===== src/rtl/xout_window_accum.sv =====
// xout_window_accum
//   Window accumulator placed after the 8-bit result stage. It takes one
//   unsigned sample per XIN handshake and sums WINDOW samples. It also tracks
//   the largest sample in the window. At the end of each window it presents
//   the sum and the maximum on a valid/ready output port.
//
//   Optional feature macro: XWIN_SAT_EN
//     defined   : the accumulator saturates at 2^ACC_BITS-1, and the port
//                 SUM_OVF carries a sticky per-window overflow flag.
//     undefined : the accumulator wraps modulo 2^ACC_BITS, and SUM_OVF is absent.
//
//   Requires ACC_BITS >= NBITS and 2 <= WINDOW <= 256.

module xout_window_accum #(
    parameter int unsigned NBITS    = 8,
    parameter int unsigned WINDOW   = 4,
    parameter int unsigned ACC_BITS = 16
) (
    input  logic                CLK,
    input  logic                RST,
    input  logic                XIN_VALID,
    input  logic [NBITS-1:0]    XIN,
    output logic                XIN_READY,
    output logic                SUM_VALID,
    input  logic                SUM_READY,
    output logic [ACC_BITS-1:0] SUM,
    output logic [NBITS-1:0]    XMAX
`ifdef XWIN_SAT_EN
    ,
    output logic                SUM_OVF
`endif
);

    localparam int unsigned         CNT_BITS = (WINDOW > 2) ? $clog2(WINDOW) : 1;
    localparam logic [CNT_BITS-1:0] CNT_LAST = CNT_BITS'(WINDOW - 1);

    typedef enum logic {
        ACCUM = 1'b0,
        HOLD  = 1'b1
    } state_t;

    state_t state;
    state_t state_next;

    // Running window state
    logic [ACC_BITS-1:0] acc;
    logic [ACC_BITS-1:0] acc_next;
    logic [NBITS-1:0]    max_q;
    logic [NBITS-1:0]    max_next;
    logic [CNT_BITS-1:0] cnt;
    logic [CNT_BITS-1:0] cnt_next;

    // Presented window result
    logic [ACC_BITS-1:0] sum_q;
    logic [ACC_BITS-1:0] sum_next;
    logic [NBITS-1:0]    xmax_q;
    logic [NBITS-1:0]    xmax_next;

    // Datapath helpers
    logic [ACC_BITS-1:0] xin_ext;
    logic [ACC_BITS-1:0] acc_add;
    logic [NBITS-1:0]    max_upd;

`ifdef XWIN_SAT_EN
    logic                ovf_win;
    logic                ovf_win_next;
    logic                sum_ovf_q;
    logic                sum_ovf_next;
    logic [ACC_BITS:0]   add_full;
    logic                carry;
`endif

    assign xin_ext = ACC_BITS'(XIN);

`ifdef XWIN_SAT_EN
    // Add with one extra bit so that the carry-out selects saturation
    always_comb begin
        add_full = {1'b0, acc} + {1'b0, xin_ext};
        carry    = add_full[ACC_BITS];
        acc_add  = carry ? '1 : add_full[ACC_BITS-1:0];
    end
`else
    // Add with wrap-around modulo 2^ACC_BITS
    always_comb begin
        acc_add = acc + xin_ext;
    end
`endif

    // Running maximum, including the sample that is being offered now
    always_comb begin
        max_upd = (XIN > max_q) ? XIN : max_q;
    end

    // State register
    always_ff @(posedge CLK or posedge RST) begin
        if (RST) begin
            state <= ACCUM;
        end else begin
            state <= state_next;
        end
    end

    // Next state, handshake outputs and datapath next values
    always_comb begin
        state_next = state;
        acc_next   = acc;
        max_next   = max_q;
        cnt_next   = cnt;
        sum_next   = sum_q;
        xmax_next  = xmax_q;
        XIN_READY  = 1'b0;
        SUM_VALID  = 1'b0;
`ifdef XWIN_SAT_EN
        ovf_win_next = ovf_win;
        sum_ovf_next = sum_ovf_q;
`endif
        case (state)
            ACCUM: begin
                XIN_READY = 1'b1;
                if (XIN_VALID) begin
                    acc_next = acc_add;
                    max_next = max_upd;
                    cnt_next = cnt + 1'b1;
`ifdef XWIN_SAT_EN
                    ovf_win_next = ovf_win | carry;
`endif
                    // The last sample of the window goes straight into the
                    // result registers, so SUM_VALID appears one cycle later.
                    if (cnt == CNT_LAST) begin
                        sum_next   = acc_add;
                        xmax_next  = max_upd;
                        state_next = HOLD;
`ifdef XWIN_SAT_EN
                        sum_ovf_next = ovf_win | carry;
`endif
                    end
                end
            end
            HOLD: begin
                SUM_VALID = 1'b1;
                if (SUM_READY) begin
                    state_next = ACCUM;
                    acc_next   = '0;
                    max_next   = '0;
                    cnt_next   = '0;
`ifdef XWIN_SAT_EN
                    ovf_win_next = 1'b0;
                    sum_ovf_next = 1'b0;
`endif
                end
            end
            default: begin
                state_next = ACCUM;
            end
        endcase
    end

    // Datapath registers; reset discards any partial window and any pending result
    always_ff @(posedge CLK or posedge RST) begin
        if (RST) begin
            acc    <= '0;
            max_q  <= '0;
            cnt    <= '0;
            sum_q  <= '0;
            xmax_q <= '0;
        end else begin
            acc    <= acc_next;
            max_q  <= max_next;
            cnt    <= cnt_next;
            sum_q  <= sum_next;
            xmax_q <= xmax_next;
        end
    end

`ifdef XWIN_SAT_EN
    // Overflow flags: one sticky flag inside the window, one presented with SUM
    always_ff @(posedge CLK or posedge RST) begin
        if (RST) begin
            ovf_win   <= 1'b0;
            sum_ovf_q <= 1'b0;
        end else begin
            ovf_win   <= ovf_win_next;
            sum_ovf_q <= sum_ovf_next;
        end
    end

    assign SUM_OVF = sum_ovf_q;
`endif

    assign SUM  = sum_q;
    assign XMAX = xmax_q;

endmodule


===== config.mk =====
export PLATFORM = sky130hd
export DESIGN_NAME = xout_window_accum
export DESIGN_NICKNAME = d
export VERILOG_FILES = /design/src/rtl/xout_window_accum.sv
export SDC_FILE = /design/constraint.sdc
export NUM_CORES = 1
export LEC_CHECK = 0
export CORE_ASPECT_RATIO = 2
export CORE_MARGIN = 2
export CORE_UTILIZATION = 45
export CTS_BUF_LIST = sky130_fd_sc_hd__clkbuf_2 sky130_fd_sc_hd__clkbuf_4 sky130_fd_sc_hd__clkbuf_8
export CTS_CLUSTER_DIAMETER = 30
export DETAILED_ROUTE_END_ITERATION = 6
export PLACE_DENSITY = 0.74
export SLEW_MARGIN = 40
export SYNTH_ARGS = -nofsm -noshare
export SYNTH_HDL_FRONTEND = slang
export SYNTH_SLANG_ARGS = --single-unit

===== constraint.sdc =====
create_clock -name CLK -period 3.89 [get_ports CLK]
set_clock_uncertainty 0.15 [all_clocks]
set_input_delay 1.167 -clock CLK [delete_from_list [all_inputs] [get_ports CLK]]
set_output_delay 1.167 -clock CLK [all_outputs]
set_load 0.02 [all_outputs]

==> flow_metrics.tcl <==
set metrics [dict create \
    setup_viol 0 \
    antenna_left 0 \
    ys_warn_count 0 \
    synth_fp_nets 343 \
    cts_hold_buf 0 \
    synth_edf_count 0 \
    cp-start-kind "primary input" \
    worstSetupPathType "in2reg" \
    core-area_um2 6516 \
    total_power_uw 2796 \
    cap_violations 0 \
    syn_area_um2 3005 \
    drc_errors 0 \
    fin_area_um2 3535 \
    antenna_found_initial 0 \
    finalWorstSetupSlack_ns 0.3890 \
    io_pins 38 \
    via_per_inst 5.880 \
    cts_resized 0 \
    netlist_instances 313 \
    gp_congestion 0.8951 \
    clk_latency_ns 0.30 \
    portBuffers 37 \
    die_area_um2 7388 \
    worstPathArrival_ns 3.57 \
    worst_pin_slew_ns 0.6899 \
    end_kind "flop" \
    num_vias 2587 \
    multi_input_area_um2 1533 \
    grt_first_pass_wirelength_um 11810 \
    pre_cts_ws_ns 0.06635 \
    period_minus_slack_ns 3.501 \
    grt_pass1_vias 2540 \
    power_density_nw_per_um2 791.1 \
    fp.dieH_um 119.6 \
    drive_gt1_share_pct 9.659 \
    fin_crit_sh_pct 90.00 \
    grt_usage_pct 20.39 \
    grt_max_degree 29 \
    placed_area_um2 3447 \
    synth.top_cell.area_share_pct 42.46 \
    yosys_most_used_dff "dfrtp_1" \
    clockBufferDepth 2 \
    wl_per_cell_um 15.60 \
    seq_area_frac_synth_pct 42.46 \
    final_util_pct 54.24 \
    clock_sinks 51 \
    hold_path.class "reg2reg" \
    ir_drop_uv 451.3 \
    ys_types 54 \
    crit_fanout 12 \
    cts_max_level 2 \
    hold_viol 0 \
    nets 382 \
    grt.overflow.total 0 \
    die_w_um 61.79 \
    cts_tree "built" \
    required_ns 3.96 \
    synth.avg_cell_area_um2 9.602 \
    synthToLayoutAreaGrowth_pct 17.61 \
    relSlewSlack_pct 54.01 \
    slew_violations 0 \
    drt-total-wl_um 6865 \
    seq_area_um2 1276 \
    status "completed" \
    leakage_uw 0.001521 \
    cts_buffers 5 \
    rsz0062_at_grt "false" \
    start_util_pct 46.12 \
    rows 42 \
    clock.fmax_ghz 0.2856 \
    drt_iter0_markers 155 \
    fillCellCount 635 \
    drtPass1Iterations 4 \
    fin_setup_tns_ns 0 \
    dp_hpwl_um 5149 \
    ys_ff_latch 51 \
    synthTopCellsByArea "dfrtp_1, ha_1, nand2_1" \
    cts.clk_slew.worst_paths_ns 0.09 \
    antenna_cells 0 \
    cts_root_buf "clkbuf_8" \
    postCtsSetupBuffers 0 \
    netlist.top_cell.by_area "dfrtp_1" \
    synthArstFlopShare_pct 100.0 \
]
power breakdown:
group          internal, uW  leakage [uW]  switching [uW]
sequential              765      0.000636             163
clock                   140     0.0000470             162
combinational           701      0.000838             866
flip-flops by register name, indices dropped and copies added (netlist names):
name / cells
SUM: 16
acc: 16
max_q: 8
state: 1
cnt: 2
XMAX: 8
area by class of cell:
type | count | share of cell area [%]
clock inverters | 1 | 0.1416
clock buffers | 6 | 2.336
multi-input cells | 229 | 43.36
inverters | 14 | 1.487
repair buffers | 51 | 13.45
flip-flops and latches | 51 | 36.11
well taps | 88 | 3.115
synth_stat cells, drive strengths merged, types with 2 or more instances:
cell / instances
nand4: 7
nor3: 3
a31oi: 18
nor2: 18
a21o: 4
o211ai: 8
or3: 4
a21oi: 9
a22o: 7
and2: 2
buf: 4
nor2b: 3
a211o: 5
a221oi: 2
mux2: 2
nand3: 20
a32o: 9
dfrtp: 51
o211a: 2
xnor2: 4
inv: 14
a211oi: 2
and3: 5
ha: 17
o21ai: 24
clkbuf: 15
or4: 5
nand2: 34
o31ai: 2
o2111ai: 2
kinds of logic (layout without fill, tap and decap cells):
group	Yosys count	after routing	synth area share [%]
simple gates	104	104	16.90
compound gates	100	100	24.06
flops	51	51	42.46
buf+inv	33	72	6.619
fa+ha+maj	18	18	7.743
xor+xnor	5	5	1.457
mux	2	2	0.7493
metrics by stage:
step,hold WS (ns),cells
finish,0.3287,440
global route,0.3558,440
CTS,0.3324,440
detailed placement,0.3124,433
global placement,0.3092,433
floorplan,0.3038,313
metal layers:
layer | routed length (um) | track usage [%] | share of wire [%] | up-vias
li1 | - | - | - | 1247
met1 | 2978 | 28.56 | 43 | 1247
met2 | 3471 | 31.71 | 51 | 82
met3 | 325 | 3.233 | 4.7 | 11
met4 | 90 | 6.516 | 1.3 | 0
met5 | 0 | 0 | 0 | -
worst max-delay path: stages:
cell and delay (ns):
clkdlybuf4s50_1 0.48, ha_1 0.26, fa_1 0.40, a21o_2 0.23, a21oi_1 0.31, o21a_1 0.38, o21ai_0 0.16, a31oi_1 0.18
path summary, 6_finish.rpt:
check | startpoint | cells past startpoint | slack (ns) | to
worst max-delay path | XIN[0] | 8 | 0.39 | SUM[14]
worst min-delay path | SUM[0] | 2 | 0.33 | SUM[0]
worst max register to register | acc[0] | 7 | 1.40 | SUM[14]
worst min register to register | SUM[0] | 2 | 0.33 | SUM[0]
max in group asynchronous | RST | 3 | 1.88 | acc[7]
min in group asynchronous | RST | 2 | 1.11 | XMAX[0]
placed cells by master (no fill, tap or decap), types with 8 or more instances in the layout:
| cell | instances |
|---|---|
| a21oi_1 | 9 |
| a31oi_1 | 18 |
| a32o_1 | 9 |
| buf_4 | 14 |
| clkdlybuf4s50_1 | 37 |
| dfrtp_1 | 51 |
| ha_1 | 17 |
| inv_1 | 13 |
| nand2_1 | 34 |
| nand3_1 | 19 |
| nor2_1 | 18 |
| o211ai_1 | 8 |
| o21ai_0 | 23 |
Power figures use the tool's default switching activity.
